[src/rtl/result_accumulator.sv]
// Groups ACC_COUNT consecutive result beats into one widened total over valid/ready.
// Optional early group close via flush_i when ACC_FLUSH_EN is defined.
module result_accumulator #(
   parameter int unsigned DATA_IN_WIDTH = 8,
   parameter int unsigned ACC_COUNT     = 4,
   parameter int unsigned ACC_WIDTH     = DATA_IN_WIDTH + $clog2(ACC_COUNT)
) (
   input  logic                               clk_i,
   input  logic                               srst,
   input  logic [DATA_IN_WIDTH-1:0]           in,
   input  logic                               in_valid,
   output logic                               in_ready,
`ifdef ACC_FLUSH_EN
   input  logic                               flush_i,
`endif
   output logic [ACC_WIDTH-1:0]               out,
   output logic [$clog2(ACC_COUNT+1)-1:0]     out_count,
   output logic                               out_valid,
   input  logic                               out_ready
);

   localparam int unsigned CNT_W = $clog2(ACC_COUNT + 1);

   if (ACC_COUNT < 2 || ACC_COUNT > 256) begin : g_bad_count
      $error("result_accumulator: ACC_COUNT must be in 2..256");
   end
   if (ACC_WIDTH < DATA_IN_WIDTH + $clog2(ACC_COUNT)) begin : g_bad_width
      $error("result_accumulator: ACC_WIDTH too narrow for ACC_COUNT beats");
   end

   typedef enum logic {
      ACCUM = 1'b0,
      HOLD  = 1'b1
   } state_e;

   state_e               state_q, state_d;
   logic [ACC_WIDTH-1:0] acc_q, acc_d;
   logic [CNT_W-1:0]     cnt_q, cnt_d;
   logic [ACC_WIDTH-1:0] out_q, out_d;
   logic [CNT_W-1:0]     out_count_q, out_count_d;
   logic                 out_valid_q, out_valid_d;
   logic                 in_ready_q, in_ready_d;

   logic                 flush_c;
   logic                 accept_c;
   logic                 close_c;
   logic [ACC_WIDTH-1:0] sum_c;
   logic [CNT_W-1:0]     cnt_inc_c;

`ifdef ACC_FLUSH_EN
   assign flush_c = flush_i;
`else
   assign flush_c = 1'b0;
`endif

   // in_ready_q is only high in ACCUM, so it doubles as the accept qualifier
   assign accept_c  = in_valid && in_ready_q;
   assign sum_c     = acc_q + ACC_WIDTH'(in);
   assign cnt_inc_c = cnt_q + CNT_W'(1);
   assign close_c   = (accept_c && (cnt_inc_c == CNT_W'(ACC_COUNT)))
                   || (in_ready_q && flush_c && (accept_c || (cnt_q != '0)));

   always_comb begin
      state_d     = state_q;
      acc_d       = acc_q;
      cnt_d       = cnt_q;
      out_d       = out_q;
      out_count_d = out_count_q;
      out_valid_d = out_valid_q;
      in_ready_d  = in_ready_q;

      case (state_q)
         ACCUM: begin
            in_ready_d = 1'b1;
            if (accept_c) begin
               acc_d = sum_c;
               cnt_d = cnt_inc_c;
            end
            if (close_c) begin
               out_d       = accept_c ? sum_c : acc_q;
               out_count_d = accept_c ? cnt_inc_c : cnt_q;
               acc_d       = '0;
               cnt_d       = '0;
               out_valid_d = 1'b1;
               in_ready_d  = 1'b0;
               state_d     = HOLD;
            end
         end
         HOLD: begin
            if (out_ready) begin
               out_valid_d = 1'b0;
               in_ready_d  = 1'b1;
               state_d     = ACCUM;
            end
         end
         default: begin
            state_d = ACCUM;
         end
      endcase
   end

   always_ff @(posedge clk_i) begin
      if (srst) begin
         state_q     <= ACCUM;
         acc_q       <= '0;
         cnt_q       <= '0;
         out_q       <= '0;
         out_count_q <= '0;
         out_valid_q <= 1'b0;
         in_ready_q  <= 1'b0;
      end else begin
         state_q     <= state_d;
         acc_q       <= acc_d;
         cnt_q       <= cnt_d;
         out_q       <= out_d;
         out_count_q <= out_count_d;
         out_valid_q <= out_valid_d;
         in_ready_q  <= in_ready_d;
      end
   end

   assign in_ready  = in_ready_q;
   assign out       = out_q;
   assign out_count = out_count_q;
   assign out_valid = out_valid_q;

endmodule
[config.mk]
export PLATFORM = sky130hd
export DESIGN_NAME = result_accumulator
export DESIGN_NICKNAME = d
export VERILOG_FILES = /design/src/rtl/result_accumulator.sv
export SDC_FILE = /design/constraint.sdc
export NUM_CORES = 1
export LEC_CHECK = 0
export CORE_MARGIN = 2
export CORE_UTILIZATION = 50
export DETAILED_ROUTE_END_ITERATION = 16
export GPL_TIMING_DRIVEN = 0
export PLACE_DENSITY = 0.75
export SLEW_MARGIN = 10
export SYNTH_ARGS = -nofsm -noshare
export SYNTH_HDL_FRONTEND = slang
export SYNTH_SLANG_ARGS = --single-unit
[constraint.sdc]
create_clock -name clk_i -period 2.4 [get_ports clk_i]
set_input_delay 0.48 -clock clk_i [delete_from_list [all_inputs] [get_ports clk_i]]
set_output_delay 0.48 -clock clk_i [all_outputs]
set_load 0.02 [all_outputs]
# --- Word-level counts from Yosys, hierarchy flattened ---
# Cells that the tools add are included.
op_classes:
  n_mux: 13
  bitwise_logic: 1
  addsub: 2
  n_reduce_logical: 4
  eq_ne: 3
op_table:
  columns: ["op", "count"]
  rows:
  - ["$mux W10", 2]
  - ["$add A10 B8 Y10", 1]
  - ["$mux W1", 6]
  - ["$mux W3", 2]
  - ["$pmux W1 S2", 3]
  - ["$ne A2 B2 Y1 const B", 2]
  - ["$reduce_and A2 Y1", 2]
  - ["$add A3 B1 Y3 const B", 1]
  - ["$eq A3 B3 Y1 const B", 1]
  - ["$logic_and A1 B1 Y1", 2]
  - ["$not A1 Y1", 1]
word_totals:
  in_bits: 12
  regBits: 29
  word_cells: 30
  out_inout_bits: 15

# --- Depth between registers and ports, before layout ---
# Gate-level depths: netlist (run 1).
logic_depth:
  depth_word: 5
  mapped_depth: 7
  ltp_nobuf: 6

# --- Worst setup path after synthesis (run 1) ---
# OpenSTA, ideal clock, no wires.
synth_path:
  path_kind: "input-to-reg"
  from: "input port in[0]"
  to: "register out_q[8] (netlist: out[8])"
  n_path_buf: 0
  slack_ns: 0.331
  t_required_ns: 2.309
  arrival_ns: 1.978
  path_stages: 6
  setup_ns: 0.091
  path_cell_list: "ha_1 fa_1 a211oi_1 o211a_1 o21ai_0 a311oi_1"
synth_via:
  elab_chain_cells: 2
synth_rtl:
  columns: ["item", "line_no", "text"]
  rows:
  - ["from (decl)", "10", "input logic [DATA_IN_WIDTH-1:0] in,"]
  - ["$add A10 B8 Y10", "58", "assign sum_c = acc_q + ACC_WIDTH'(in);"]
  - ["$mux W10", null, null]
  - ["to (signal assigned)", "115", "out_q <= out_d;"]
  - ["to (decl)", "39", "logic [ACC_WIDTH-1:0] out_q, out_d;"]
# Every way passes these cells.
# A chain may end at the register's enable or synchronous reset.

# --- Final worst setup path (run 1) ---
# Same ends and word-level chain as after synthesis.

==> flow_summary_export.csv, run 1 <==
group,metric,value,unit
clock_network,clkTransAtPathRegs,90,ps
floorplan,fp.dieW,61.76,um
yosys,synthTopCellsByCount,"29 x dfxtp_1, 19 x nand2_1, 17 x nor2_1",
power_and_ir_drop,powerDensity,540.2,nW/um2
flow_run,max_cap_viol_count,0,
worst_setup_path,critical_path_required,2640,ps
place,dp.cells,260,
layout,fin_util,66.17,%
sta,fin_hold_ws,456.7,ps
place,place_congestion,0.8850,
grt,grt_max_degree,11,
sta,layout_setup_ws,152.5,ps
worst_setup_path,end_kind,"flop",
routing,firstDrtPassIters,4,
floorplan,dieArea,3814,um2
layout,num_antenna_cells,0,
layout,finalNetCount,246,
routing,drc,0,
yosys,syn_area_per_cell,8.687,um2
clock_network,cts-hold-fix-buffers,0,
routing,vias,1633,
routing,initialDrtViolationCount,112,
routing,wl_met2,2032,um
worst_setup_path,crit_arrival,2490,ps
yosys,synthFlopType,"dfxtp_1",
clock_network,cts_num_sinks,29,
sta,hold_viol,0,
sta,period_needed,2248,ps
grt,grt_usage,25.41,%
place,io_buffers,24,
sta,setup_viol,0,
grt,grt_pass1_vias,1549,
yosys,synth_most_common_cell,"dfxtp_1",
yosys,ys_seq_area_share,34.81,%
layout,nFillCells,303,
worst_setup_path,startpoint_type,"input pin",
clock_network,ctsHtreeMaxLevel,2,
yosys,synth-seq-cells,29,
yosys,synth_area_leaders,"dfxtp_1 35%, ha_1 7.5%, a21oi_1 4.8%",
floorplan,io-pin-count,27,
clock_network,ctsRootBufferMaster,"clkbuf_4",
routing,wirelength,4280,um
worst_setup_path,path_max_fanout,4,
yosys,yosys.area.top_type,"dfxtp_1",
min_path,hold_path_class,"flop to flop",
grt,gr-total-overflow,0,
yosys,syn_area,1668,um2
worst_setup_path,reg2reg_slack,410,ps
routing,top_layer,"met4",
clock_network,cts_tree,"done",
floorplan,start_util,53.75,%
clock_network,cts_buffer_depth,2,
routing,met3_length,236,um
grt,grt_pass1_wl,7010,um
yosys,ys_warn_count,0,
clock_network,clk_latency,330,ps
layout,syn_to_final_growth,23.11,%
sta,fin_skew,8.728,ps
sta,fin_setup_tns,0,ps
yosys,synth_fp_nets,215,
layout,drive_gt1_share,8.036,%
sta,fmax,444.9,MHz
yosys,synth_edf_count,0,
yosys,synth.top_cell.area_share,34.81,%
yosys,async_flop_share,0,%
layout,instances_no_fill,268,
routing,via_per_inst,6.093,
grt,antenna_found_initial,0,
sta,worst_pin_slew,556.9,ps
place,dp_hpwl,3079,um
sta,drv_slew,0,
routing,wl_per_cell,15.97,um
sta,relSlewSlack,62.88,%
outcome,status,"complete, no violations",
power_and_ir_drop,total_leakage_power,0.7275,nW
floorplan,coreArea,3103,um2
yosys,synth_cell_types,52,
sta,rsz0062_at_grt,"no",
routing,routedLengthMet1,1940,um
yosys,syn_inst,192,
place,dpl_worst_slack,-310.9,ps
worst_setup_path,crit_type,"input pin to flop",
clock_network,cts_buffers,5,
power_and_ir_drop,peakVddDrop,0.3542,mV
floorplan,rows,20,
routing,ant_nets,0,
floorplan,die_h,61.76,um
sta,post-route-period-util,93.65,%
what timing repair did:
action,in CTS,in global routing
setup endpoints to repair,0,4
gates resized for setup,0,1
endpoints found under the hold margin,0,0
buffers inserted,0,0
final timing paths:
path | startpoint | to | cells past startpoint
max | in[0] | out[8]$_SDFFE_PP0P_ | 7
min | out_count[1]$_SDFFE_PP0P_ | out_count[1]$_SDFFE_PP0P_ | 2
max reg2reg | acc_q[0]$_SDFFE_PP0N_ | out[8]$_SDFFE_PP0P_ | 6
min reg2reg | out_count[1]$_SDFFE_PP0P_ | out_count[1]$_SDFFE_PP0P_ | 2
final cells by class:
cell class,instances,area [um2],area share [%]
plain buffers,10,61.31,2.986
inverters,4,15.01,0.7313
clock buffers,7,55.05,2.681
multi-input cells,149,1016,49.48
clock inverters,1,30.03,1.463
flip-flops and latches,29,580.6,28.28
repair buffers,24,240.2,11.70
well taps,44,55.05,2.681
kinds of logic after synthesis:
| family | Yosys count | synth area share (%) |
|---|---|---|
| buffers and inverters | 14 | 4.575 |
| XOR/XNOR | 3 | 1.576 |
| AND/OR/NAND/NOR | 69 | 21.46 |
| adder cells (fa/ha/maj) | 11 | 8.702 |
| multiplexers | 1 | 0.6002 |
| flip-flops | 29 | 34.81 |
| AO/OA/AOI/OAI | 65 | 28.28 |
placed cells by master, fill, tap and decap left out, types with 3 or more instances in the layout:
cell type,n
a22oi_1,4
nor3_1,7
o2111ai_1,3
nand3_1,3
clkbuf_4,5
a21oi_1,16
nand3b_1,7
nand2_1,19
dfxtp_1,29
o21ai_0,5
nor2_1,17
clkdlybuf4s50_1,24
o211ai_1,5
o22ai_1,5
a211oi_1,7
ha_1,10
inv_1,4
clkbuf_1,6
sequential cells by signal, summed over array words and instances, names as in the netlist:
name / flops
acc_q: 10
cnt_q: 3
in_ready: 1
out: 10
out_count: 3
out_valid: 1
state_q: 1
metrics by stage:
| stage | power (mW) | cell area, um2 |
|---|---|---|
| floorplan | 0.6378 | 1668 |
| global route | 1.155 | 2053 |
| finish | 1.109 | 2053 |
| CTS | 1.110 | 2048 |
| detailed placement | 0.6908 | 1963 |
| global placement | 0.6832 | 1963 |
critical path, cell delays in order:
cell and delay (ps):
clkdlybuf4s50_1 410, ha_1 260, fa_1 450, a211oi_2 310
o211a_1 240, o21ai_0 100, a311oi_1 240
metal layers:
metal	vias to the layer above	GRT usage, %
met1	785	33.12
met5	-	0
li1	796	-
met4	0	10.03
met2	45	39.25
met3	7	8.075
power by group:
part           total, mW  internal, mW  leakage (nW)  switching (mW)
registers          0.504         0.493         0.235          0.0110
logic              0.183        0.0770         0.447           0.106
clock network      0.422         0.249        0.0455           0.174
total               1.11         0.819         0.728           0.290
Note: power is estimated with default switching activity, not from simulation.
==> run 2, diff against run 1 <==
--- a/config.mk
+++ b/config.mk
@@ -5,8 +5,10 @@
 export SDC_FILE = /design/constraint.sdc
 export NUM_CORES = 1
 export LEC_CHECK = 0
+export ABC_AREA = 1
 export CORE_MARGIN = 2
 export CORE_UTILIZATION = 50
+export CTS_CLUSTER_SIZE = 24
 export DETAILED_ROUTE_END_ITERATION = 16
 export GPL_TIMING_DRIVEN = 0
 export PLACE_DENSITY = 0.75
==> run 2 against run 1 <==
Via count fell by 3.0%. Setup slack gained 110 ps. Fmax increased by 5.2%. Combinational power decreased by 9%. Largest power group unchanged.
==> flow_summary_export.csv, run 2 <==
group,metric,value,unit
yosys,synth_edf_count,0,
yosys,async_flop_share,0,%
floorplan,io-pin-count,27,
routing,firstDrtPassIters,4,
worst_setup_path,startpoint_type,"input pin",
sta,hold_viol,0,
layout,nFillCells,312,
sta,drv_slew,0,
clock_network,cts_buffer_depth,2,
floorplan,rows,21,
clock_network,ctsHtreeMaxLevel,2,
floorplan,die_h,61.89,um
grt,antenna_found_initial,0,
routing,initialDrtViolationCount,81,
layout,num_antenna_cells,0,
yosys,synth_most_common_cell,"nand2_1",
power_and_ir_drop,peakVddDrop,0.3303,mV
place,place_congestion,0.8299,
place,placed_area,1983,um2
routing,drc,0,
flow_run,max_cap_viol_count,0,
yosys,synth-seq-cells,29,
floorplan,start_util,51.01,%
yosys,synth_cell_types,32,
sta,fmax,468.0,MHz
yosys,ys_seq_area_share,34.65,%
floorplan,fp.dieW,61.89,um
yosys,ys_warn_count,0,
layout,syn_to_final_growth,22.55,%
yosys,synth_area_leaders,"dfxtp_1 35%, nand2_1 19%, ha_1 7.5%",
routing,vias,1584,
yosys,syn_area_per_cell,6.866,um2
power_and_ir_drop,total_leakage_power,0.9832,nW
clock_network,post_cts_buffers,0,
clock_network,cts_tree,"done",
worst_setup_path,path_max_fanout,3,
sta,period_needed,2137,ps
clock_network,cts_resized,0,
yosys,synthFlopType,"dfxtp_1",
sta,worst_pin_slew,485.1,ps
worst_setup_path,critical_path_required,2630,ps
layout,register_area,580.6,um2
sta,fin_skew,8.604,ps
sta,setup_viol,0,
routing,via_per_inst,4.904,
clock_network,clk_latency,330,ps
outcome,status,"complete, no violations",
grt,grt_max_degree,11,
sta,post-route-period-util,89.04,%
clock_network,cts_buffers,5,
layout,layout_common_cells,"87 x nand2_1, 29 x dfxtp_1, 27 x inv_1",
place,dp_hpwl,2639,um
sta,relSlewSlack,67.66,%
yosys,synth_fp_nets,267,
grt,grt_pass1_wl,5671,um
layout,final_common_cell,"nand2_1",
floorplan,coreArea,3284,um2
grt,gr-total-overflow,0,
clock_network,ctsRootBufferMaster,"clkbuf_4",
layout,postLayoutCellArea,2053,um2
layout,finalNetCount,299,
yosys,yosys.area.top_type,"dfxtp_1",
routing,wirelength,3546,um
layout,multi_input_area,937.1,um2
routing,wl_per_cell,10.98,um
power_and_ir_drop,total_power,1.015,mW
worst_setup_path,end_kind,"flop",
clock_network,cts_num_sinks,29,
worst_setup_path,crit_arrival,2370,ps
grt,grt_pass1_vias,1331,
yosys,synth.top_cell.area_share,34.65,%
layout,drive_gt1_share,8.664,%
worst_setup_path,crit_type,"input pin to flop",
place,io_buffers,25,
yosys,synthTopCellsByCount,"87 x nand2_1, 29 x dfxtp_1, 27 x inv_1",
sta,rsz0062_at_grt,"no",
min_path,hold_path_class,"flop to flop",
clock_network,cts-hold-fix-buffers,0,
yosys,syn_inst,244,
power_and_ir_drop,powerDensity,494.3,nW/um2
grt,grt_usage,20.40,%
clock_network,clkTransAtPathRegs,90,ps
routing,ant_nets,0,
yosys,syn_area,1675,um2
floorplan,dieArea,3830,um2
## run 2: cell count changes after synthesis, sizes merged, moves of 6 or more
cell / delta
nor2: -8
nand2: +69
nor3: -6
nand3b: -6
inv: +24
nand3: +14
a211oi: -9
## run 2: final cells by class
class,instances,area share (%)
Buffer,8,2.377
Clock buffer,7,3.169
Clock inverter,1,0.2438
Inverter,29,5.302
Multi-Input combinational cell,178,45.64
Sequential cell,29,28.28
Tap cell,46,2.803
Timing Repair Buffer,25,12.19
## run 2: cell families (layout without fill, tap and decap cells)
group | after synthesis | after routing | share of synthesized area, %
buffers and inverters | 37 | 70 | 9.409
flip-flops | 29 | 29 | 34.65
XOR/XNOR | 4 | 4 | 2.091
adder cells (fa/ha/maj) | 11 | 11 | 8.663
AND/OR/NAND/NOR | 122 | 122 | 30.84
AO/OA/AOI/OAI | 41 | 41 | 14.34
## run 2: power breakdown
group          leakage, nW  switching [mW]  internal (mW)
clock               0.0413           0.172          0.170
sequential           0.235          0.0127          0.494
combinational        0.706          0.0954         0.0711
total                0.983           0.280          0.735
## run 2: path summary, 6_finish.rpt
path / start / endpoint / slack [ps] / depth (start not counted)
worst max-delay path: in[0] / out[4]$_SDFFE_PP0P_ / 260 / 12
worst min-delay path: out_valid$_SDFFE_PP0P_ / out_valid$_SDFFE_PP0P_ / 460 / 2
worst max register to register: acc_q[0]$_SDFFE_PP0N_ / out[4]$_SDFFE_PP0P_ / 510 / 11
worst min register to register: out_valid$_SDFFE_PP0P_ / out_valid$_SDFFE_PP0P_ / 460 / 2
## run 2: through the flow
step	setup WS (ps)	util, %	instances	hold WS (ps)	TNS (ps)
6_report	263.0	62.51	323	460.4	0
2_1_floorplan	546.0	-	244	457.4	0
3_3_place_gp	-79.57	60.38	315	440.2	-109.3
3_5_place_dp	-71.84	60.38	315	445.1	-98.71
4_1_cts	271.3	62.51	323	452.9	0
5_1_grt	140.3	62.51	323	465.1	0
## run 2: per-layer routing
| metal | wire, um | vias to the layer above | GRT usage [%] | share of wire (%) |
|---|---|---|---|---|
| met5 | 0 | - | 0 | 0 |
| met4 | 53 | 0 | 7.295 | 1.5 |
| met3 | 141 | 8 | 5.590 | 4.0 |
| met2 | 1604 | 26 | 32.63 | 45 |
| met1 | 1746 | 706 | 26.46 | 49 |
| li1 | - | 844 | - | - |
## run 2: critical path: stages
cell and delay, ps:
clkdlybuf4s50_1 400, ha_1 240, fa_1 390, nand2_1 110, nand3_1 130, nand2_1 100
xor2_1 160, nand2_1 90, nand2_1 90, nand2_1 60, o211ai_1 70, inv_1 50
